--- src/rtl/fwd_pkg.sv ---
// Shared types for the forwarding / stall unit.
// Default widths match the 5-stage MIPS datapath.
package fwd_pkg;

  localparam int REG_W_DEF  = 5;
  localparam int DATA_W_DEF = 32;

  typedef logic [REG_W_DEF-1:0]  creg_addr_t;
  typedef logic [DATA_W_DEF-1:0] word_t;

  typedef enum logic [1:0] {
    FWD_ZERO,
    FWD_M,
    FWD_W,
    FWD_REG
  } fwd_sel_e;

endpackage

--- src/rtl/fwd_port_mux.sv ---
// One bypass mux for a single register read port.
// Also reports whether the port matches the E or M producer.
module fwd_port_mux
  import fwd_pkg::*;
#(
  parameter int REG_W  = REG_W_DEF,
  parameter int DATA_W = DATA_W_DEF
) (
  input  logic [REG_W-1:0]  ra,
  input  logic [DATA_W-1:0] rval,
  input  logic [REG_W-1:0]  e_wr,
  input  logic              e_we,
  input  logic [REG_W-1:0]  m_wr,
  input  logic              m_we,
  input  logic              m_load,
  input  logic [DATA_W-1:0] m_aluout,
  input  logic [REG_W-1:0]  w_wr,
  input  logic              w_we,
  input  logic [DATA_W-1:0] w_val,
  output logic [DATA_W-1:0] fwd,
  output logic              hit_e,
  output logic              hit_m
);

  logic     nz;
  logic     hit_w;
  logic     m_fwd;
  logic     w_fwd;
  fwd_sel_e sel;

  assign nz    = |ra;
  assign hit_e = nz && e_we && (e_wr == ra);
  assign hit_m = nz && m_we && (m_wr == ra);
  assign hit_w = nz && w_we && (w_wr == ra);

`ifdef FWD_BYPASS_EN
  // a load in M has no data yet; W may still supply an older value
  assign m_fwd = hit_m && !m_load;
`else
  logic unused_m_load;
  assign unused_m_load = m_load;
  assign m_fwd = 1'b0;
`endif

  assign w_fwd = hit_w && !m_fwd;

  always_comb begin
    sel = FWD_REG;
    unique case (1'b1)
      !nz:     sel = FWD_ZERO;
      m_fwd:   sel = FWD_M;
      w_fwd:   sel = FWD_W;
      default: sel = FWD_REG;
    endcase
  end

  always_comb begin
    fwd = rval;
    case (sel)
      FWD_ZERO: fwd = '0;
      FWD_M:    fwd = m_aluout;
      FWD_W:    fwd = w_val;
      default:  fwd = rval;
    endcase
  end

endmodule

--- src/rtl/fwd_stall_unit.sv ---
// N-port bypass, load-use / branch stall and MDU busy tracking.
// FWD_BYPASS_EN enables M-stage forwarding; undefined stalls on E/M deps.
module fwd_stall_unit
  import fwd_pkg::*;
#(
  parameter int NRD     = 2,
  parameter int NRE     = 2,
  parameter int REG_W   = REG_W_DEF,
  parameter int DATA_W  = DATA_W_DEF,
  parameter int MDU_LAT = 32
) (
  input  logic                  clk,
  input  logic                  resetn,
  input  logic [NRD*REG_W-1:0]  d_ra,
  input  logic [NRD-1:0]        d_rv,
  input  logic [NRD*DATA_W-1:0] d_val,
  input  logic                  d_br,
  input  logic                  d_mdu,
  input  logic                  d_hilo,
  input  logic [NRE*REG_W-1:0]  e_ra,
  input  logic [NRE*DATA_W-1:0] e_val,
  input  logic [REG_W-1:0]      e_wr,
  input  logic                  e_we,
  input  logic                  e_load,
  input  logic [REG_W-1:0]      m_wr,
  input  logic                  m_we,
  input  logic                  m_load,
  input  logic [DATA_W-1:0]     m_aluout,
  input  logic [REG_W-1:0]      w_wr,
  input  logic                  w_we,
  input  logic [DATA_W-1:0]     w_val,
  output logic [NRD*DATA_W-1:0] d_fwd,
  output logic [NRE*DATA_W-1:0] e_fwd,
  output logic                  stall_f,
  output logic                  stall_d,
  output logic                  flush_e,
  output logic                  mdu_busy
);

  localparam int CW = $clog2(MDU_LAT + 1);
  localparam logic [CW-1:0] LAT = CW'(MDU_LAT);
  localparam logic [CW-1:0] ONE = CW'(1);

  typedef enum logic {
    MDU_IDLE,
    MDU_BUSY
  } mdu_st_e;

  logic [NRD-1:0] d_hit_e;
  logic [NRD-1:0] d_hit_m;
  logic [NRE-1:0] e_hit_e;
  logic [NRE-1:0] e_hit_m;

  mdu_st_e        state;
  logic [CW-1:0]  cnt;

  logic load_use;
  logic br_haz;
  logic dep_haz;
  logic mdu_haz;
  logic haz;

  for (genvar p = 0; p < NRD; p++) begin : g_d
    fwd_port_mux #(
      .REG_W  (REG_W),
      .DATA_W (DATA_W)
    ) u_mux (
      .ra       (d_ra[p*REG_W +: REG_W]),
      .rval     (d_val[p*DATA_W +: DATA_W]),
      .e_wr     (e_wr),
      .e_we     (e_we),
      .m_wr     (m_wr),
      .m_we     (m_we),
      .m_load   (m_load),
      .m_aluout (m_aluout),
      .w_wr     (w_wr),
      .w_we     (w_we),
      .w_val    (w_val),
      .fwd      (d_fwd[p*DATA_W +: DATA_W]),
      .hit_e    (d_hit_e[p]),
      .hit_m    (d_hit_m[p])
    );
  end

  for (genvar p = 0; p < NRE; p++) begin : g_e
    fwd_port_mux #(
      .REG_W  (REG_W),
      .DATA_W (DATA_W)
    ) u_mux (
      .ra       (e_ra[p*REG_W +: REG_W]),
      .rval     (e_val[p*DATA_W +: DATA_W]),
      .e_wr     (e_wr),
      .e_we     (e_we),
      .m_wr     (m_wr),
      .m_we     (m_we),
      .m_load   (m_load),
      .m_aluout (m_aluout),
      .w_wr     (w_wr),
      .w_we     (w_we),
      .w_val    (w_val),
      .fwd      (e_fwd[p*DATA_W +: DATA_W]),
      .hit_e    (e_hit_e[p]),
      .hit_m    (e_hit_m[p])
    );
  end

  // E operands are already past the point where a stall helps
  logic unused_e_hits;
  assign unused_e_hits = ^{e_hit_e, e_hit_m};

`ifdef FWD_BYPASS_EN
  assign load_use = e_load && |(d_rv & d_hit_e);
  assign br_haz   = d_br &&
                    |(d_rv & (d_hit_e | (d_hit_m & {NRD{m_load}})));
  assign dep_haz  = 1'b0;
`else
  logic unused_cfg;
  assign unused_cfg = ^{e_load, d_br};
  assign load_use   = 1'b0;
  assign br_haz     = 1'b0;
  assign dep_haz    = |(d_rv & (d_hit_e | d_hit_m));
`endif

  assign mdu_haz = (d_mdu || d_hilo) && (cnt != '0);
  assign haz     = resetn &&
                   (load_use || br_haz || dep_haz || mdu_haz);

  assign stall_f = haz;
  assign stall_d = haz;
  assign flush_e = haz;

  // countdown runs through stalls; only a fresh issue reloads it
  always_ff @(posedge clk or negedge resetn) begin
    if (!resetn) begin
      state    <= MDU_IDLE;
      cnt      <= '0;
      mdu_busy <= 1'b0;
    end else begin
      unique case (state)
        MDU_IDLE: begin
          if (d_mdu && !stall_d) begin
            state    <= MDU_BUSY;
            cnt      <= LAT;
            mdu_busy <= 1'b1;
          end
        end
        MDU_BUSY: begin
          cnt <= cnt - ONE;
          if (cnt == ONE) begin
            state    <= MDU_IDLE;
            mdu_busy <= 1'b0;
          end
        end
        default: begin
          state    <= MDU_IDLE;
          cnt      <= '0;
          mdu_busy <= 1'b0;
        end
      endcase
    end
  end

endmodule
--- config.mk ---
export PLATFORM = sky130hd
export DESIGN_NAME = fwd_stall_unit
export DESIGN_NICKNAME = d
export VERILOG_FILES = /design/src/rtl/fwd_pkg.sv /design/src/rtl/fwd_port_mux.sv /design/src/rtl/fwd_stall_unit.sv
export SDC_FILE = /design/constraint.sdc
export NUM_CORES = 1
export LEC_CHECK = 0
export BUFFER_PORTS_ARGS = -buffer_cell sky130_fd_sc_hd__buf_2
export CORE_AREA = 4 4 142 144
export DETAILED_ROUTE_END_ITERATION = 7
export DIE_AREA = 0 0 146 148
export GPL_TIMING_DRIVEN = 0
export HOLD_SLACK_MARGIN = 0.1
export PLACE_DENSITY_LB_ADDON = 0.1
export SLEW_MARGIN = 10
export SYNTH_ARGS = -nofsm -noshare
export SYNTH_HDL_FRONTEND = slang
export SYNTH_SLANG_ARGS = --single-unit
--- constraint.sdc ---
create_clock -name clk -period 1.8 [get_ports clk]
set_input_delay 0.09 -clock clk [delete_from_list [all_inputs] [get_ports clk]]
set_output_delay 0.09 -clock clk [all_outputs]
set_load 0.05 [all_outputs]
==> Flow_metrics.wiki <==
{| class="wikitable"
! Metric !! Value
|-
| Run status || finished, final reports clean
|-
| Maximum fanout encountered on the critical timing path || 10
|-
| Number of vias per cell || 4.39
|-
| Achievable clock frequency || between 0.5 and 0.6 GHz
|-
| Sinks on the clock net || 8
|-
| Clock share of power || 12.2%
|-
| Gate count after technology mapping || 542
|-
| Cell internal pwr || 1390 uW
|-
| Pre-CTS setup slack || -0.320 ns
|-
| Master cell of the clock root buffer || sky130_fd_sc_hd__clkbuf_16
|-
| Total power per unit cell area || 515 mW/mm^2
|-
| Top library cells by usage in the layout, fill and taps aside || sky130_fd_sc_hd__nand2_1, sky130_fd_sc_hd__buf_2, sky130_fd_sc_hd__buf_4, sky130_fd_sc_hd__o21ai_1, sky130_fd_sc_hd__buf_6
|-
| Die Outline Area || 0.0216 mm^2
|-
| Total leakage power || around 0.003 uW
|-
| Logic gate share of total power || 75.5%
|-
| Hold Slack || 0.161 ns
|-
| Met3 GRT Util || roughly 3.1%
|-
| WP data arrival || between 1.5 and 2 ns
|-
| Pin count of the biggest net entering global routing || 11
|-
| Wire length per cell || 19.4 um
|-
| Synthesis-stage register bit count || 8
|-
| Total gr overflow || 0
|-
| Worst max-slew margin expressed relative to the limit || 60.2%
|-
| Final routed wirelength across all metal layers || 21.9 mm
|-
| Met2 demand-to-capacity share in global routing || between 30 and 40%
|-
| Layer with the highest usage after global routing || met2
|-
| Remaining antenna violation count || 0
|-
| Register share of total power || 12.3%
|-
| Placer congestion estimate || between 0.8 and 0.9
|-
| Vias in the first global route || 4923
|-
| Number of H-tree levels || 1
|-
| Share of final-layout standard cells stronger than drive strength 1 || 46.7%
|-
| Switching power || 1650 uW
|-
| Mapped cell area || 0.00284 mm^2
|-
| Final layout net count || approximately 1100
|-
| Sequential share of the synthesized area || under 10%
|-
| Min cycle time layout || 1.76 ns
|-
| Setup TNS after final layout || 0 ns
|-
| Total number of placement rows || 50
|-
| Initial antenna violation count || 2
|-
| Multiplexer area fraction after synthesis || 0%
|-
| Final count of pins violating max slew || 0
|-
| Initial core utilization || 15.2%
|-
| Critical path type || input pin to primary output
|-
| Clock tree from TritonCTS || built
|-
| Drt drc || 0
|-
| Met1 usage in global routing || 22.0%
|-
| Worst supply voltage drop on vdd || ~0.31 mV
|-
| Compound-gate portion of the synthesized area || 25.6%
|-
| Post-synthesis share of cell area spent on xor and xnor gates || between 10% and 20%
|-
| Post-route worst setup slack || 0.0440 ns
|-
| Final std cell area, no fill || just under 0.006 mm^2
|-
| Crit path largest cell delay || roughly 0.31 ns
|-
| Number of setup violations in the final report || 0
|-
| CP Cell Sequence || buf_2 -> xor2_1 -> nor4_2 -> and4_4 -> buf_8 -> buf_8 -> nand2_1 -> o21ai_1 -> buf_6
|-
| Critical Path Slowest Stage Cell || sky130_fd_sc_hd__nor4_2
|-
| Post-layout total power || 3050 uW
|-
| # port buffers || between 300 and 400
|-
| Unique masters post-synth || 27
|-
| Detailed Route Iter0 Violations || roughly 180
|-
| Most common library cell in the layout ignoring fill and taps || sky130_fd_sc_hd__nand2_1
|-
| Die W || 146 um
|-
| Clock-pin slew on the worst setup and hold paths || 0.04 ns
|-
| Critical path data required time || approximately 1.7 ns
|-
| Total half-perimeter wirelength after legalization and detailed placement || 17.9 mm
|-
| Length of the first detailed-routing pass in iterations || 5
|-
| Chip Height || 148 um
|-
| Placeable core area || 0.0187 mm^2
|-
| Dominant combinational cell family by area after synthesis || simple AND/OR/NAND/NOR gates
|-
| Setup skew after layout || approximately 0.0033 ns
|-
| Final count of hold timing violations || 0
|-
| Routed via count || slightly below 5000
|-
| Post-Synthesis Mean Instance Area || between 5 and 6 um^2
|-
| Post-synthesis adder-cell area fraction || 1.32%
|-
| Type of element launching the critical path || input pin
|-
| Num CTS Buffers || 3
|-
| Net switching share of the total power || 54.3%
|-
| Warnings, synthesis || 0
|-
| Total routing usage reported by global routing || between 10% and 20%
|-
| Synth-to-Final Area Change || 108%
|-
| Critical Path Most Common Cell || sky130_fd_sc_hd__buf_8
|-
| Net count after synthesis || 784
|-
| Unrepaired setup endpoints after global routing || yes
|-
| Endpoint class of the critical path || primary output
|-
| Type of the worst min-delay path || input pin to register
|-
| Period utilization || ~100%
|-
| Synthesized-area fraction occupied by and/or/nand/nor cells || between 40% and 50%
|-
| Count of boundary I/O pins || 371
|-
| Global-route wire length before repair || between 30 and 40 mm
|-
| Clock latency on the worst-skew pair || between 0.2 and 0.25 ns
|-
| Worst-margin pin slew || 0.597 ns
|-
| Worst-case clock buffer depth || 2
|-
| Count of maximum capacitance violations || 0
|-
| Post-DP Area || 0.00481 mm^2
|}
==> critical path, delay by kind of cell <==
kind	cells	cell delay, ns
AND/OR/NAND/NOR	3	0.67
buffers and inverters	4	0.62
AO/OA/AOI/OAI	1	0.11
XOR/XNOR	1	0.18
==> Yosys cell counts <==
cell type                  number  share of area [%]
sky130_fd_sc_hd__nor2_1         4               0.53
sky130_fd_sc_hd__and2_1         2               0.44
sky130_fd_sc_hd__nand2_1      266                 35
sky130_fd_sc_hd__ha_1           3                1.3
sky130_fd_sc_hd__o22ai_1        1               0.22
sky130_fd_sc_hd__o21ai_1       15                2.6
sky130_fd_sc_hd__xor2_1        33                 10
sky130_fd_sc_hd__o211ai_1       1               0.26
sky130_fd_sc_hd__nor4_1         9                2.0
sky130_fd_sc_hd__clkbuf_1      13                1.7
sky130_fd_sc_hd__o21ai_0      117                 21
sky130_fd_sc_hd__inv_1          2               0.26
sky130_fd_sc_hd__nand3_1        4               0.71
sky130_fd_sc_hd__a32oi_1        2               0.62
sky130_fd_sc_hd__and4_1         5                1.5
sky130_fd_sc_hd__nor3_1         6                1.1
sky130_fd_sc_hd__clkbuf_2       4               0.71
sky130_fd_sc_hd__and3b_1        1               0.31
sky130_fd_sc_hd__nor4b_1        1               0.31
sky130_fd_sc_hd__a21oi_1        5               0.88
sky130_fd_sc_hd__buf_2          3               0.53
sky130_fd_sc_hd__buf_6          4                1.6
sky130_fd_sc_hd__xnor2_1       12                3.7
sky130_fd_sc_hd__buf_4         19                5.0
sky130_fd_sc_hd__dfrtp_1        8                7.1
sky130_fd_sc_hd__o22a_1         1               0.31
sky130_fd_sc_hd__nand3b_1       1               0.26
==> power groups by stage <==
stage / logic [uW] / clock network [uW] / registers (uW)
after CTS: 2140 / 377 / 374
after global placement: 2000 / 0 / 351
after floorplan: 1290 / 0 / 368
after global routing: 2450 / 388 / 386
final: 2300 / 370 / 375
after detailed placement: 2000 / 0 / 350
==> layer usage <==
metal	share of wire [%]	wire length [um]
met1	41	8890
met2	54	11700
met3	5.0	1100
met4	0.98	216
met5	0	0
==> state kept, by name, summed over array words and instances (netlist names) <==
register,cells
cnt,6
state,1
mdu_busy,1
==> area by class of cell <==
type,count,area (um^2)
Antenna cell,2,5.00
Buffer,43,424
Timing Repair Buffer,352,2410
Tap cell,234,293
Inverter,2,7.51
Clock buffer,3,75.1
Sequential cell,8,203
Multi-Input combinational cell,489,2490
Fill cell,2209,12800
==> worst paths after layout <==
kind                       startpoint         to  slack [ns]  cells after the start
max in group asynchronous      resetn     cnt[3]        1.13                      2
hold reg to reg              mdu_busy   mdu_busy        0.49                      2
hold / removal                  d_mdu      state        0.16                      3
setup reg to reg               cnt[3]     cnt[3]        0.08                      7
min in group asynchronous      resetn      state        0.37                      2
setup / recovery              w_wr[3]  e_fwd[62]        0.04                      9
==> per-stage QoR <==
step / util (%) / std cells
5_1_grt: 31.6 / 1133
3_3_place_gp: 25.7 / 1111
2_1_floorplan: - / 542
4_1_cts: 28.3 / 1121
6_report: 31.6 / 1133
3_5_place_dp: 25.7 / 1111
==> kinds of logic (layout without fill, tap and decap cells) <==
family / Yosys count / in the layout
buffers and inverters: 45 / 400
other: 0 / 2
AOI/OAI and AO/OA: 142 / 142
DFF: 8 / 8
xor gates and xnor gates: 45 / 45
adders and majority gates: 3 / 3
and+or+nand+nor: 299 / 299
==> repair_timing <==
item                                   4_1_cts  5_1_grt
hold buffers                                 1        0
pin swaps                                    3       11
endpoints found under the hold margin        8        0
gates cloned                                 0        4
setup endpoints to repair                  130      130
buffers inserted                             6        6
gates resized for setup                    129      191
Power figures use the tool's default switching activity.
